$ cat config.mk
export PLATFORM = sky130hd
export DESIGN_NAME = div16x8
export DESIGN_NICKNAME = d
export VERILOG_FILES = /design/src/rtl/div16x8_pkg.sv /design/src/rtl/seven_seg_decoder.sv /design/src/rtl/div16x8.sv
export SDC_FILE = /design/constraint.sdc
export NUM_CORES = 1
export LEC_CHECK = 0
export BUFFER_PORTS_ARGS = -buffer_cell sky130_fd_sc_hd__buf_2
export CAP_MARGIN = 15
export CORE_MARGIN = 3
export CORE_UTILIZATION = 40
export CTS_CLUSTER_SIZE = 14
export DETAILED_ROUTE_END_ITERATION = 6
export SLEW_MARGIN = 20
export SYNTH_ARGS = -nofsm -noshare
export SYNTH_HDL_FRONTEND = slang
export SYNTH_SLANG_ARGS = --single-unit
$ cat constraint.sdc
create_clock -name clk -period 3 [get_ports clk]
set_input_delay 0.15 -clock clk [delete_from_list [all_inputs] [get_ports clk]]
set_output_delay 0.15 -clock clk [all_outputs]
set_load 0.1 [all_outputs]
$ cat src/rtl/div16x8_pkg.sv
// Shared constants for the 16x8 divider: FSM encodings, 7-segment patterns
// (active-low, bit order {a,b,c,d,e,f,g}) and the divide-by-zero quotient.
package div16x8_pkg;

    typedef enum logic [1:0] {
        ST_IDLE = 2'd0,
        ST_LOAD = 2'd1,
        ST_CALC = 2'd2,
        ST_DONE = 2'd3
    } state_e;

    localparam logic [15:0] DIV_ZERO_QUOTIENT = 16'hFFFF;
    localparam logic [3:0]  CNT_INIT          = 4'd15;
    localparam logic [3:0]  CODE_ERR          = 4'hE;

    localparam logic [6:0] SEG_0     = 7'b0000001;
    localparam logic [6:0] SEG_1     = 7'b1001111;
    localparam logic [6:0] SEG_2     = 7'b0010010;
    localparam logic [6:0] SEG_3     = 7'b0000110;
    localparam logic [6:0] SEG_4     = 7'b1001100;
    localparam logic [6:0] SEG_5     = 7'b0100100;
    localparam logic [6:0] SEG_6     = 7'b0100000;
    localparam logic [6:0] SEG_7     = 7'b0001111;
    localparam logic [6:0] SEG_8     = 7'b0000000;
    localparam logic [6:0] SEG_9     = 7'b0000100;
    localparam logic [6:0] SEG_E     = 7'b0110000;
    localparam logic [6:0] SEG_BLANK = 7'b1111111;

endpackage

$ cat src/rtl/seven_seg_decoder.sv
// 4-bit code to active-low 7-segment pattern; shared with the multiplier.
// Codes without a glyph blank the display.
module seven_seg_decoder
    import div16x8_pkg::*;
(
    input  logic [3:0] code_i,
    output logic [6:0] seg_o
);

    always_comb begin
        seg_o = SEG_BLANK;
        case (code_i)
            4'd0:     seg_o = SEG_0;
            4'd1:     seg_o = SEG_1;
            4'd2:     seg_o = SEG_2;
            4'd3:     seg_o = SEG_3;
            4'd4:     seg_o = SEG_4;
            4'd5:     seg_o = SEG_5;
            4'd6:     seg_o = SEG_6;
            4'd7:     seg_o = SEG_7;
            4'd8:     seg_o = SEG_8;
            4'd9:     seg_o = SEG_9;
            CODE_ERR: seg_o = SEG_E;
            default:  seg_o = SEG_BLANK;
        endcase
    end

endmodule

$ cat src/rtl/div16x8.sv
// Sequential 16/8 unsigned restoring divider, one quotient bit per clock,
// with a registered 7-segment readout of the FSM state.
module div16x8
    import div16x8_pkg::*;
(
    input  logic        clk,
    input  logic        reset_a,
    input  logic        start,
    input  logic [15:0] dividend,
    input  logic [7:0]  divisor,
    output logic [15:0] quotient_out,
    output logic [7:0]  remainder_out,
    output logic        done_flag,
    output logic        div_by_zero,
    output logic        seg_a,
    output logic        seg_b,
    output logic        seg_c,
    output logic        seg_d,
    output logic        seg_e,
    output logic        seg_f,
    output logic        seg_g
);

    state_e      state_q, state_d;
    logic [15:0] dvd_q, dvd_d;
    logic [7:0]  dvs_q, dvs_d;
    logic [7:0]  rem_q, rem_d;
    logic [15:0] quo_q, quo_d;
    logic [3:0]  cnt_q, cnt_d;
    logic [15:0] quot_q, quot_d;
    logic [7:0]  remo_q, remo_d;
    logic        done_q, done_d;
    logic        dbz_q, dbz_d;
    logic [6:0]  seg_q, seg_dec;
    logic [3:0]  seg_code;

    // The shifted partial remainder needs 9 bits; after a successful subtract
    // it is below the divisor again, so only 8 bits are stored.
    logic [8:0]  rem_sh;
    logic        fits;
    assign rem_sh = {rem_q, quo_q[15]};
    assign fits   = (rem_sh >= {1'b0, dvs_q});

    always_comb begin
        state_d = state_q;
        dvd_d   = dvd_q;
        dvs_d   = dvs_q;
        rem_d   = rem_q;
        quo_d   = quo_q;
        cnt_d   = cnt_q;
        quot_d  = quot_q;
        remo_d  = remo_q;
        dbz_d   = dbz_q;
        done_d  = 1'b0;
        unique case (state_q)
            ST_IDLE: begin
                if (start) begin
                    state_d = ST_LOAD;
                    dvd_d   = dividend;
                    dvs_d   = divisor;
                end
            end
            ST_LOAD: begin
                rem_d = '0;
                quo_d = dvd_q;
                cnt_d = CNT_INIT;
                if (dvs_q == 8'd0) begin
                    state_d = ST_DONE;
                    quot_d  = DIV_ZERO_QUOTIENT;
                    remo_d  = dvd_q[7:0];
                    dbz_d   = 1'b1;
                    done_d  = 1'b1;
                end else begin
                    state_d = ST_CALC;
                end
            end
            ST_CALC: begin
                rem_d = fits ? (rem_sh[7:0] - dvs_q) : rem_sh[7:0];
                quo_d = {quo_q[14:0], fits};
                cnt_d = cnt_q - 4'd1;
                if (cnt_q == 4'd0) begin
                    state_d = ST_DONE;
                    quot_d  = quo_d;
                    remo_d  = rem_d;
                    dbz_d   = 1'b0;
                    done_d  = 1'b1;
                end
            end
            ST_DONE: state_d = ST_IDLE;
            default: state_d = ST_IDLE;
        endcase
    end

    always_comb begin
        seg_code = 4'd0;
        case (state_q)
            ST_IDLE: seg_code = 4'd0;
            ST_LOAD: seg_code = 4'd1;
            ST_CALC: seg_code = 4'd2;
            ST_DONE: seg_code = dbz_q ? CODE_ERR : 4'd3;
            default: seg_code = 4'd0;
        endcase
    end

    seven_seg_decoder u_seg (
        .code_i (seg_code),
        .seg_o  (seg_dec)
    );

    always_ff @(posedge clk) begin
        if (reset_a) begin
            state_q <= ST_IDLE;
            dvd_q   <= '0;
            dvs_q   <= '0;
            rem_q   <= '0;
            quo_q   <= '0;
            cnt_q   <= '0;
            quot_q  <= '0;
            remo_q  <= '0;
            done_q  <= 1'b0;
            dbz_q   <= 1'b0;
            seg_q   <= SEG_0;
        end else begin
            state_q <= state_d;
            dvd_q   <= dvd_d;
            dvs_q   <= dvs_d;
            rem_q   <= rem_d;
            quo_q   <= quo_d;
            cnt_q   <= cnt_d;
            quot_q  <= quot_d;
            remo_q  <= remo_d;
            done_q  <= done_d;
            dbz_q   <= dbz_d;
            seg_q   <= seg_dec;
        end
    end

    assign quotient_out  = quot_q;
    assign remainder_out = remo_q;
    assign done_flag     = done_q;
    assign div_by_zero   = dbz_q;
    assign {seg_a, seg_b, seg_c, seg_d, seg_e, seg_f, seg_g} = seg_q;

endmodule

# After elaboration in Yosys (flattened, before gate mapping)
# Memories as Yosys holds them, arrays and structs flattened. A register that Yosys moved wholly into a read port is not among the register bits.
# Index checks and enable logic that the tools add are counted.
[word_totals]
n_memories = 1
register_bits = 80
romBits = 112
out_inout_bits = 33
inputBits = 27
elab_cells = 49
[op_classes]
n_lt_le_gt_ge = 1
addsub = 2
eq_ne = 6
n_reduce_logical = 7
mux = 22
[memory_table]
columns = ["name", "words", "word_bits", "rd", "rd_ports_with_merged_regs", "wr", "line_no", "text"]
rows = [
  ["(no name shown)", 16, 7, 1, 1, 0, "seven_seg_decoder.sv:12", "case (code_i)"],
]
[ops]
columns = ["operator", "count"]
rows = [
  ["$pmux W16 S2", 2],
  ["$mux W16", 2],
  ["$pmux W8 S2", 2],
  ["$mux W8", 3],
  ["$pmux W4 S4", 1],
  ["$ge A9 B8 Y1", 1],
  ["$logic_not A8 Y1", 1],
  ["$pmux W2 S4", 1],
  ["$pmux W4 S2", 1],
  ["$sub A8 B8 Y8", 1],
  ["$ne A2 B2 Y1 const B", 3],
  ["$mux W1", 5],
  ["$eq A2 B2 Y1 const B", 2],
  ["$logic_not A4 Y1", 1],
  ["$mux W2", 2],
  ["$mux W4", 1],
  ["$pmux W1 S2", 2],
  ["$reduce_and A2 Y1", 2],
  ["$sub A4 B1 Y4 const B", 1],
  ["$reduce_and A3 Y1", 1],
  ["$eq A2 B1 Y1 const B", 1],
  ["$logic_not A2 Y1", 1],
  ["$reduce_bool A2 Y1", 1],
]

# Longest topological paths before layout
# Gate-level depths: netlist of run 1.
[depth]
ltp_word = 4
mapped_depth = 9
ltp_nobuf = 9

# Cells and area by module
# Synthesis of run 1 repeated with hierarchy kept, for this count alone.
[unflattened]
hier_cells = 511
hier_area_um2 = 4280.4
[by_module_without_submodules]
columns = ["module", "area_each_um2", "cells_each", "seq_area_each_um2", "instances"]
rows = [
  ["div16x8", 4077.7, 483, 1741.7, 1],
  ["seven_seg_decoder", 202.7, 28, 0.0, 1],
]

# Worst setup path before layout of run 1
# No wires, ideal clock.
[synth_timing]
path_type = "reg2reg"
startpoint = "reg dvs_q[5]"
endpoint = "reg remo_q[2], in the netlist remainder_out[2]"
path_buffers = 1
t_required_ns = 2.939
synth_period_minus_slack_ns = 2.261
setup_slack_ns = 0.739
setup_ns = 0.061
path_stages_with_launch = 10
arrival_ns = 2.200
cell_sequence = "dfxtp_1 -> inv_1 -> ha_1 -> and3_1 -> and2b_1 -> a311o_1 -> buf_6 -> mux2i_1 -> a2111oi_1 -> a31o_1"
[synth_via]
elab_chain_cells = 4
word_cells_on_any_way = 7
cone_classes = "order compare: 1; eq/ne: 1; mux: 3; reduce/logical: 2"
[synth_rtl]
columns = ["element", "line_no", "text"]
rows = [
  ["start: declaration", "div16x8.sv:26", "logic [7:0] dvs_q, dvs_d;"],
  ["start signal: assignment", "div16x8.sv:126", "dvs_q <= dvs_d;"],
  ["$ge A9 B8 Y1", "div16x8.sv:42", "assign fits = (rem_sh >= {1'b0, dvs_q});"],
  ["$mux W8", "div16x8.sv:78", "rem_d = fits ? (rem_sh[7:0] - dvs_q) : rem_sh[7:0];"],
  ["$mux W8", "div16x8.sv:81", "if (cnt_q == 4'd0) begin"],
  ["$pmux W8 S2", "div16x8.sv:55", "unique case (state_q)"],
  ["end signal: assignment", "div16x8.sv:131", "remo_q <= remo_d;"],
  ["end: declaration", "div16x8.sv:31", "logic [7:0] remo_q, remo_d;"],
]
# Several ways; a longest one is shown, not always the timed one. The select of a mux whose other input is x is not followed.
# A chain may end at the register's enable or synchronous reset.

# Worst setup path after layout of run 1
# Same ends and word-level chain as after synthesis.

==> results of run 1 <==
-- routing by layer --
layer	global-route usage, %	vias up	share of wire [%]
met5	0	-	0
met4	4.53	0	0.71
met3	3.76	7	5.3
met2	26.8	91	42
met1	26.3	1593	52
li1	-	1767	-
-- state kept, by name (all words and copies together), names as in the netlist, 2 cells and up --
signal and cells:
dvd_q 16, cnt_q 4, remainder_out 8, quotient_out 16, quo_q 16, dvs_q 8
state_q 2, seg_q 6, rem_q 8
-- power by group through the flow --
stage / combinational [W] / sequential (W) / clock [W]
3_3_place_gp: 0.00307 / 0.00171 / 0
6_report: 0.00309 / 0.00170 / 0.000761
5_1_grt: 0.00333 / 0.00174 / 0.000834
3_5_place_dp: 0.00309 / 0.00173 / 0
2_1_floorplan: 0.00147 / 0.00279 / 0
4_1_cts: 0.00309 / 0.00170 / 0.000777
-- area by class of cell --
class | instances | area (µm²)
Inverter | 36 | 135
Sequential cell | 86 | 1720
Multi-Input combinational cell | 326 | 2020
Fill cell | 984 | 4920
Tap cell | 129 | 161
Clock inverter | 6 | 45.0
Timing Repair Buffer | 66 | 360
Clock buffer | 10 | 138
-- synth_stat cells, drive strengths merged (7+ instances only) --
cell type / instances / area, µm²
nand2: 67 / 251
mux2i: 19 / 190
nor2: 61 / 236
dfxtp: 86 / 1720
a311oi: 21 / 190
inv: 35 / 131
clkbuf: 21 / 80.1
buf: 9 / 51.3
o21ai: 7 / 35.0
a211oi: 24 / 180
ha: 14 / 175
a21oi: 40 / 200
-- per-stage QoR --
| stage | total power (W) | setup WS, ns | cells | util (%) |
|---|---|---|---|---|
| after floorplan | 0.00426 | 0.739 | 478 | - |
| after global placement | 0.00478 | 0.561 | 643 | 46.3 |
| after detailed placement | 0.00482 | 0.483 | 643 | 46.3 |
| after CTS | 0.00557 | 0.450 | 659 | 48.2 |
| after global routing | 0.00590 | 0.261 | 659 | 48.2 |
| final | 0.00556 | 0.438 | 659 | 48.2 |
-- worst max-delay path, delay by kind of cell, from the launching register on --
| kind | cells | cell delay, ns |
|---|---|---|
| muxes | 1 | 0.20 |
| DFF | 1 | 0.37 |
| adders and majority gates | 1 | 0.39 |
| buffers and inverters | 1 | 0.06 |
| and+or+nand+nor | 2 | 0.42 |
| AOI/OAI and AO/OA | 3 | 1.07 |
-- cell families (layout without fill, tap and decap cells) --
kind of cell | Yosys count | count (layout) | synth area share (%)
simple gates | 167 | 167 | 18.5
compound gates | 122 | 122 | 21.6
xor+xnor | 3 | 3 | 0.656
fa+ha+maj | 15 | 15 | 4.88
flops | 86 | 86 | 43.0
mux | 19 | 19 | 4.75
buf+inv | 66 | 118 | 6.66
-- final timing paths --
check                                 from          endpoint  slack [ns]  cells after the start
worst min-delay path            divisor[0]          dvs_q[0]        0.02                      3
worst min register to register   dvd_q[13]         dvd_q[13]        0.46                      2
worst max-delay path              dvs_q[5]  remainder_out[2]        0.44                      8
worst max register to register    dvs_q[5]  remainder_out[2]        0.44                      8
==> results_dict.tcl, run 1 <==
set metrics [dict create \
    cts_resized 0 \
    clock-sinks 86 \
    totalWireLength_um 9890 \
    cts_tree "yes" \
    maxSlewViolCount 0 \
    wl_per_cell_um 15.0 \
    synthArstFlopShare_pct 0 \
    final_common_cell "dfxtp_1" \
    grt_pass1_wl_um 16200 \
    antenna_found_initial 0 \
    clk_latency_ns 0.35 \
    swShare_pct 53.3 \
    drt_iter0_markers 134 \
    drt-pass1-iter-count 4 \
    p_clk_share_pct 13.7 \
    rows 35 \
    avgSynthCellArea_um2 8.38 \
    worst-path-max-fanout 10 \
    max_stage_delay_ns 0.49 \
    area_delta_synth_final_pct 14.4 \
    setup_tns_ns 0 \
    synth_edf_count 0 \
    internal_power_w 0.00260 \
    cp.required_ns 3.29 \
    drv_cap 0 \
    maxSlewHeadroom_pct 40.6 \
    yosys_warnings 0 \
    ios 60 \
    hpwlAfterDp_um 7110 \
    p_per_area_nw_per_um2 1210 \
    cts-root-buf "clkbuf_8" \
    netlist_area_um2 4000 \
    cts_max_path_buffers 2 \
    combPwrFrac_pct 55.7 \
    synthCells 478 \
    gp_congestion 0.861 \
    path_class "flip-flop to flip-flop" \
    hold_viol 0 \
    synth-seq-cells 86 \
    grt_max_degree 42 \
    hold_ws_ns 0.0229 \
    status "finished clean" \
    nets 567 \
    rsz0062_at_grt "no" \
    drive_above_1_share_pct 16.8 \
    holdCritPathClass "primary input to flip-flop" \
    ys_types 56 \
    holdBufCountCts 0 \
    p_leak_nw 1.80 \
    die_w_um 106 \
    worst_slew_pin_slew_ns 0.888 \
    groute.usage.overall_pct 17.9 \
    h-tree-depth 3 \
    ant_nets 0 \
    vias 3458 \
    cp_slowest_cell "a311o_1" \
    core_area_um2 9500 \
    clkSlewWorstSetupHoldPaths_ns 0.09 \
    finalInstanceArea_um2 4580 \
    die_h_um 106 \
    syn_nets 520 \
    path_cells "inv_1, ha_1, and3_1, and2b_1, a311o_1, mux2i_1, a2111oi_1, a31o_1" \
    diodes 0 \
    cts_inserted_buffers 9 \
    start_util_pct 42.1 \
    place_area_um2 4400 \
    portBuffers 59 \
    mostFrequentLayoutCells "86 x dfxtp_1, 67 x nand2_1, 60 x nor2_1" \
    fin_skew_ns 0.0115 \
    synth-seq-area-share_pct 43.0 \
    fin_crit_ns 2.56 \
    via_per_inst 5.25 \
    fin_crit_sh_pct 85.4 \
    setup_viol 0 \
    overflow 0 \
    crit_path_start_kind "flip-flop" \
    post_cts.repair.setup_buffers 0 \
    ir_drop_uv 494 \
    cp-end-kind "flip-flop" \
    synth-main-ff-cell "dfxtp_1" \
    grt_pass1_vias 3237 \
    p_switching_w 0.00296 \
    seq_power_share_pct 30.6 \
    arrival_ns 2.86 \
    drc_errors 0 \
    fmax_ghz 0.390 \
    dieArea_um2 11200 \
]
(Power assumes the default switching activity.)
==> run 2, diff against run 1 <==
Settings changed: CTS_BUF_LIST set to sky130_fd_sc_hd__clkbuf_16.
Clock period 3 ns to 2.9 ns, I/O delays scaled along.
==> results_dict.tcl, run 2 (same netlist as run 1, synthesis figures left out) <==
set metrics [dict create \
    status "finished clean" \
    fin_skew_ns 0.00548 \
    clk_latency_ns 0.33 \
    overflow 0 \
    grt_pass1_vias 3348 \
    start_util_pct 42.1 \
    post_cts.repair.setup_buffers 0 \
    rsz0062_at_grt "no" \
    setup_viol 0 \
    clkSlewWorstSetupHoldPaths_ns 0.06 \
    cts_resized 0 \
    hold_ws_ns 0.0431 \
    vias 3483 \
    gp_congestion 0.876 \
    crit_path_start_kind "flip-flop" \
    layout_setup_ws_ns 0.323 \
    cp-end-kind "flip-flop" \
    totalWireLength_um 10100 \
    total_power_w 0.00615 \
    setup_tns_ns 0 \
    portBuffers 59 \
    hold_viol 0 \
    arrival_ns 2.85 \
    drv_cap 0 \
    drt_iter0_markers 178 \
    path_class "flip-flop to flip-flop" \
    grt_pass1_wl_um 16900 \
    p_per_area_nw_per_um2 1310 \
    fin_crit_ns 2.58 \
    final_common_cell "dfxtp_1" \
    drc_errors 0 \
    nets 570 \
    area_delta_synth_final_pct 17.6 \
    cts_max_path_buffers 2 \
    holdBufCountCts 0 \
    p_leak_nw 1.87 \
    antenna_found_initial 0 \
    wl_per_cell_um 15.3 \
    die_w_um 106 \
    ir_drop_uv 595 \
    worst-path-max-fanout 10 \
    rows 35 \
    cts_inserted_buffers 9 \
    cts_tree "yes" \
    clock-sinks 86 \
    drt-pass1-iter-count 5 \
    die_h_um 106 \
    fmax_ghz 0.388 \
    diodes 0 \
    maxSlewViolCount 0 \
    h-tree-depth 3 \
    maxSlewHeadroom_pct 63.0 \
    groute.usage.overall_pct 18.8 \
    mostFrequentLayoutCells "86 x dfxtp_1, 67 x nand2_1, 60 x nor2_1" \
    ant_nets 0 \
    worst_slew_pin_slew_ns 0.554 \
    place_ws_ns 0.365 \
    fin_crit_sh_pct 88.9 \
    hpwlAfterDp_um 7260 \
    cp.required_ns 3.18 \
    via_per_inst 5.26 \
    core_area_um2 9500 \
    holdCritPathClass "primary input to flip-flop" \
    dieArea_um2 11200 \
    ios 60 \
    cts-root-buf "clkbuf_16" \
    grt_max_degree 38 \
    drive_above_1_share_pct 16.9 \
]
==> run 2: metal layers <==
| metal | up-vias | routed length, µm | track usage [%] |
|---|---|---|---|
| met3 | 14 | 565 | 3.95 |
| li1 | 1778 | - | - |
| met4 | 0 | 180 | 6.29 |
| met5 | - | 0 | 0 |
| met1 | 1597 | 5210 | 27.4 |
| met2 | 94 | 4180 | 27.4 |
==> run 2: worst paths after layout <==
path | start | endpoint | slack [ns] | depth (start not counted)
worst min register to register | dvd_q[13] | dvd_q[13] | 0.45 | 2
worst max-delay path | dvs_q[5] | remainder_out[2] | 0.32 | 8
worst min-delay path | dividend[10] | dvd_q[10] | 0.04 | 3
worst max register to register | dvs_q[5] | remainder_out[2] | 0.32 | 8
==> run 2: metrics by stage <==
step           utilization [%]  std cells  instance area (µm²)
6_report                  49.6        662                 4710
5_1_grt                   49.6        662                 4710
4_1_cts                   49.6        662                 4710
3_5_place_dp              46.5        646                 4420
3_3_place_gp              46.5        646                 4420
2_1_floorplan                -        478                 4000
==> run 2: report_power, final <==
part | internal (W) | switching [W] | total (W)
registers | 0.00152 | 0.000233 | 0.00175
clock network | 0.000663 | 0.000463 | 0.00113
logic | 0.000859 | 0.00241 | 0.00327
total | 0.00304 | 0.00311 | 0.00615
==> run 2: layout make-up <==
class	instances	area (µm²)
Sequential cell	86	1720
Fill cell	967	4790
Timing Repair Buffer	69	383
Multi-Input combinational cell	326	2020
Inverter	36	135
Clock inverter	7	65.1
Clock buffer	9	225
Tap cell	129	161
==> run 2: worst max-delay path: stages, from the launching register on <==
cell and delay, ns:
dfxtp_1 0.36, inv_1 0.06, ha_1 0.38, and3_1 0.24
and2b_1 0.19, a311o_1 0.50, mux2i_1 0.21, a2111oi_1 0.44
a31o_1 0.15
==> run 3, diff against run 2 <==
Settings changed: CORE_MARGIN 3 to unset.
==> results_dict.tcl, run 3 (same netlist as run 1, synthesis figures left out) <==
set metrics [dict create \
    setup_tns_ns 0 \
    p_per_area_nw_per_um2 1280 \
    seq_power_share_pct 29.2 \
    clock-sinks 86 \
    ios 60 \
    diodes 0 \
    rsz0062_at_grt "no" \
    clkSlewWorstSetupHoldPaths_ns 0.06 \
    core_area_um2 9730 \
    gp_congestion 0.916 \
    die_w_um 102 \
    drt_iter0_markers 149 \
    portBuffers 59 \
    crit_buf_inv 1 \
    groute.usage.overall_pct 20.1 \
    overflow 0 \
    maxSlewViolCount 0 \
    rows 36 \
    wl_per_cell_um 15.0 \
    hold_depth 3 \
    cp_slowest_cell "a311o_1" \
    cts_max_path_buffers 2 \
    path_cells "inv_1, ha_1, and3_1, and2b_1, a311o_1, mux2i_1, a2111oi_1, a31o_1" \
    holdCritPathClass "primary input to flip-flop" \
    cts_inserted_buffers 9 \
    drc_errors 0 \
    drt-pass1-iter-count 5 \
    grt_pass1_wl_um 16000 \
    fmax_ghz 0.401 \
    fin_crit_sh_pct 86.0 \
    hold_viol 0 \
    hpwlAfterDp_um 7010 \
    grt_max_degree 61 \
    status "finished clean" \
    crit_path_start_kind "flip-flop" \
    final_cells 662 \
    cts-root-buf "clkbuf_16" \
    post_cts.repair.setup_buffers 0 \
    drv_cap 0 \
    final_core_util_pct 48.0 \
    fin_crit_ns 2.49 \
    arrival_ns 2.77 \
    worst-path-max-fanout 10 \
    p_clk_share_pct 16.9 \
    ir_drop_uv 562 \
    swShare_pct 51.0 \
    max_stage_delay_ns 0.48 \
    antenna_found_initial 0 \
    holdBufCountCts 0 \
    p_leak_nw 1.84 \
    area_delta_synth_final_pct 16.7 \
    worstSetupPathDepth 8 \
    cp.required_ns 3.18 \
    clk_latency_ns 0.33 \
    mostFrequentLayoutCells "86 x dfxtp_1, 67 x nand2_1, 60 x nor2_1" \
    nets 567 \
    dieArea_um2 10400 \
    totalWireLength_um 9940 \
    reg2reg_depth 8 \
    maxSlewHeadroom_pct 64.4 \
    internal_power_w 0.00294 \
    via_per_inst 5.26 \
    final_common_cell "dfxtp_1" \
    vias 3480 \
    setup_viol 0 \
    cts_tree "yes" \
    ant_nets 0 \
    cts_resized 0 \
    path_class "flip-flop to flip-flop" \
    drive_above_1_share_pct 16.1 \
    worst_slew_pin_slew_ns 0.535 \
    combPwrFrac_pct 53.9 \
    start_util_pct 41.2 \
    p_switching_w 0.00306 \
    h-tree-depth 3 \
    dpl.cell_count 647 \
    die_h_um 102 \
    critPathTopFamily "compound AO/OA/AOI/OAI gates" \
    grt_pass1_vias 3093 \
    fin_skew_ns 0.00861 \
    cp-end-kind "flip-flop" \
]
run 3: cell count changes in the layout (fill, tap and decap cells not counted):
cell,previous run,this run
buf_12,1,2
clkinv_2,2,1
clkinvlp_4,0,2
clkinv_1,2,3
clkinv_4,1,0
buf_4,9,5
inv_6,1,0
bufinv_16,1,0
run 3: path summary, 6_finish.rpt:
| kind | from | endpoint | slack, ns |
|---|---|---|---|
| max | dvs_q[5] | remainder_out[2] | 0.41 |
| min | dividend[10] | dvd_q[10] | 0.05 |
| max reg2reg | dvs_q[5] | remainder_out[2] | 0.41 |
| min reg2reg | dvd_q[8] | dvd_q[8] | 0.46 |
run 3: final cells by class:
cell class / instances / area, µm²
Timing Repair Buffer: 66 / 373
Sequential cell: 86 / 1720
Fill cell: 991 / 5060
Clock inverter: 6 / 31.3
Clock buffer: 9 / 225
Tap cell: 133 / 166
Multi-Input combinational cell: 326 / 2020
Inverter: 36 / 135
run 3: power by group through the flow:
stage	Combinational, W	Sequential [W]	Clock (W)
after floorplan	0.00152	0.00288	0
after global placement	0.00320	0.00177	0
after detailed placement	0.00323	0.00178	0
after CTS	0.00324	0.00175	0.00104
after global routing	0.00347	0.00181	0.00110
final	0.00323	0.00175	0.00101
run 3: per-layer routing:
metal / up-vias / routed length, µm / GRT usage (%)
met5: - / 0 / 0
met4: 0 / 106 / 6.37
met3: 9 / 533 / 4.45
met2: 88 / 4350 / 29.3
met1: 1615 / 4950 / 29.3
li1: 1768 / - / -
run 3: metrics by stage:
stage | hold slack, ns | cell area [µm²] | power [W] | worst slack [ns]
2_1_floorplan | 0.281 | 4000 | 0.00441 | 0.639
3_3_place_gp | 0.385 | 4410 | 0.00497 | 0.455
3_5_place_dp | 0.390 | 4410 | 0.00501 | 0.429
4_1_cts | 0.0364 | 4670 | 0.00603 | 0.410
5_1_grt | 0.0433 | 4670 | 0.00638 | 0.197
6_report | 0.0468 | 4670 | 0.00600 | 0.405
run 3: worst reg2reg max path: stages, from the launching register on:
cell	delay (ns)
dfxtp_1	0.36
inv_1	0.06
ha_1	0.38
and3_1	0.24
and2b_1	0.18
a311o_1	0.48
mux2i_1	0.19
a2111oi_1	0.40
a31o_1	0.14
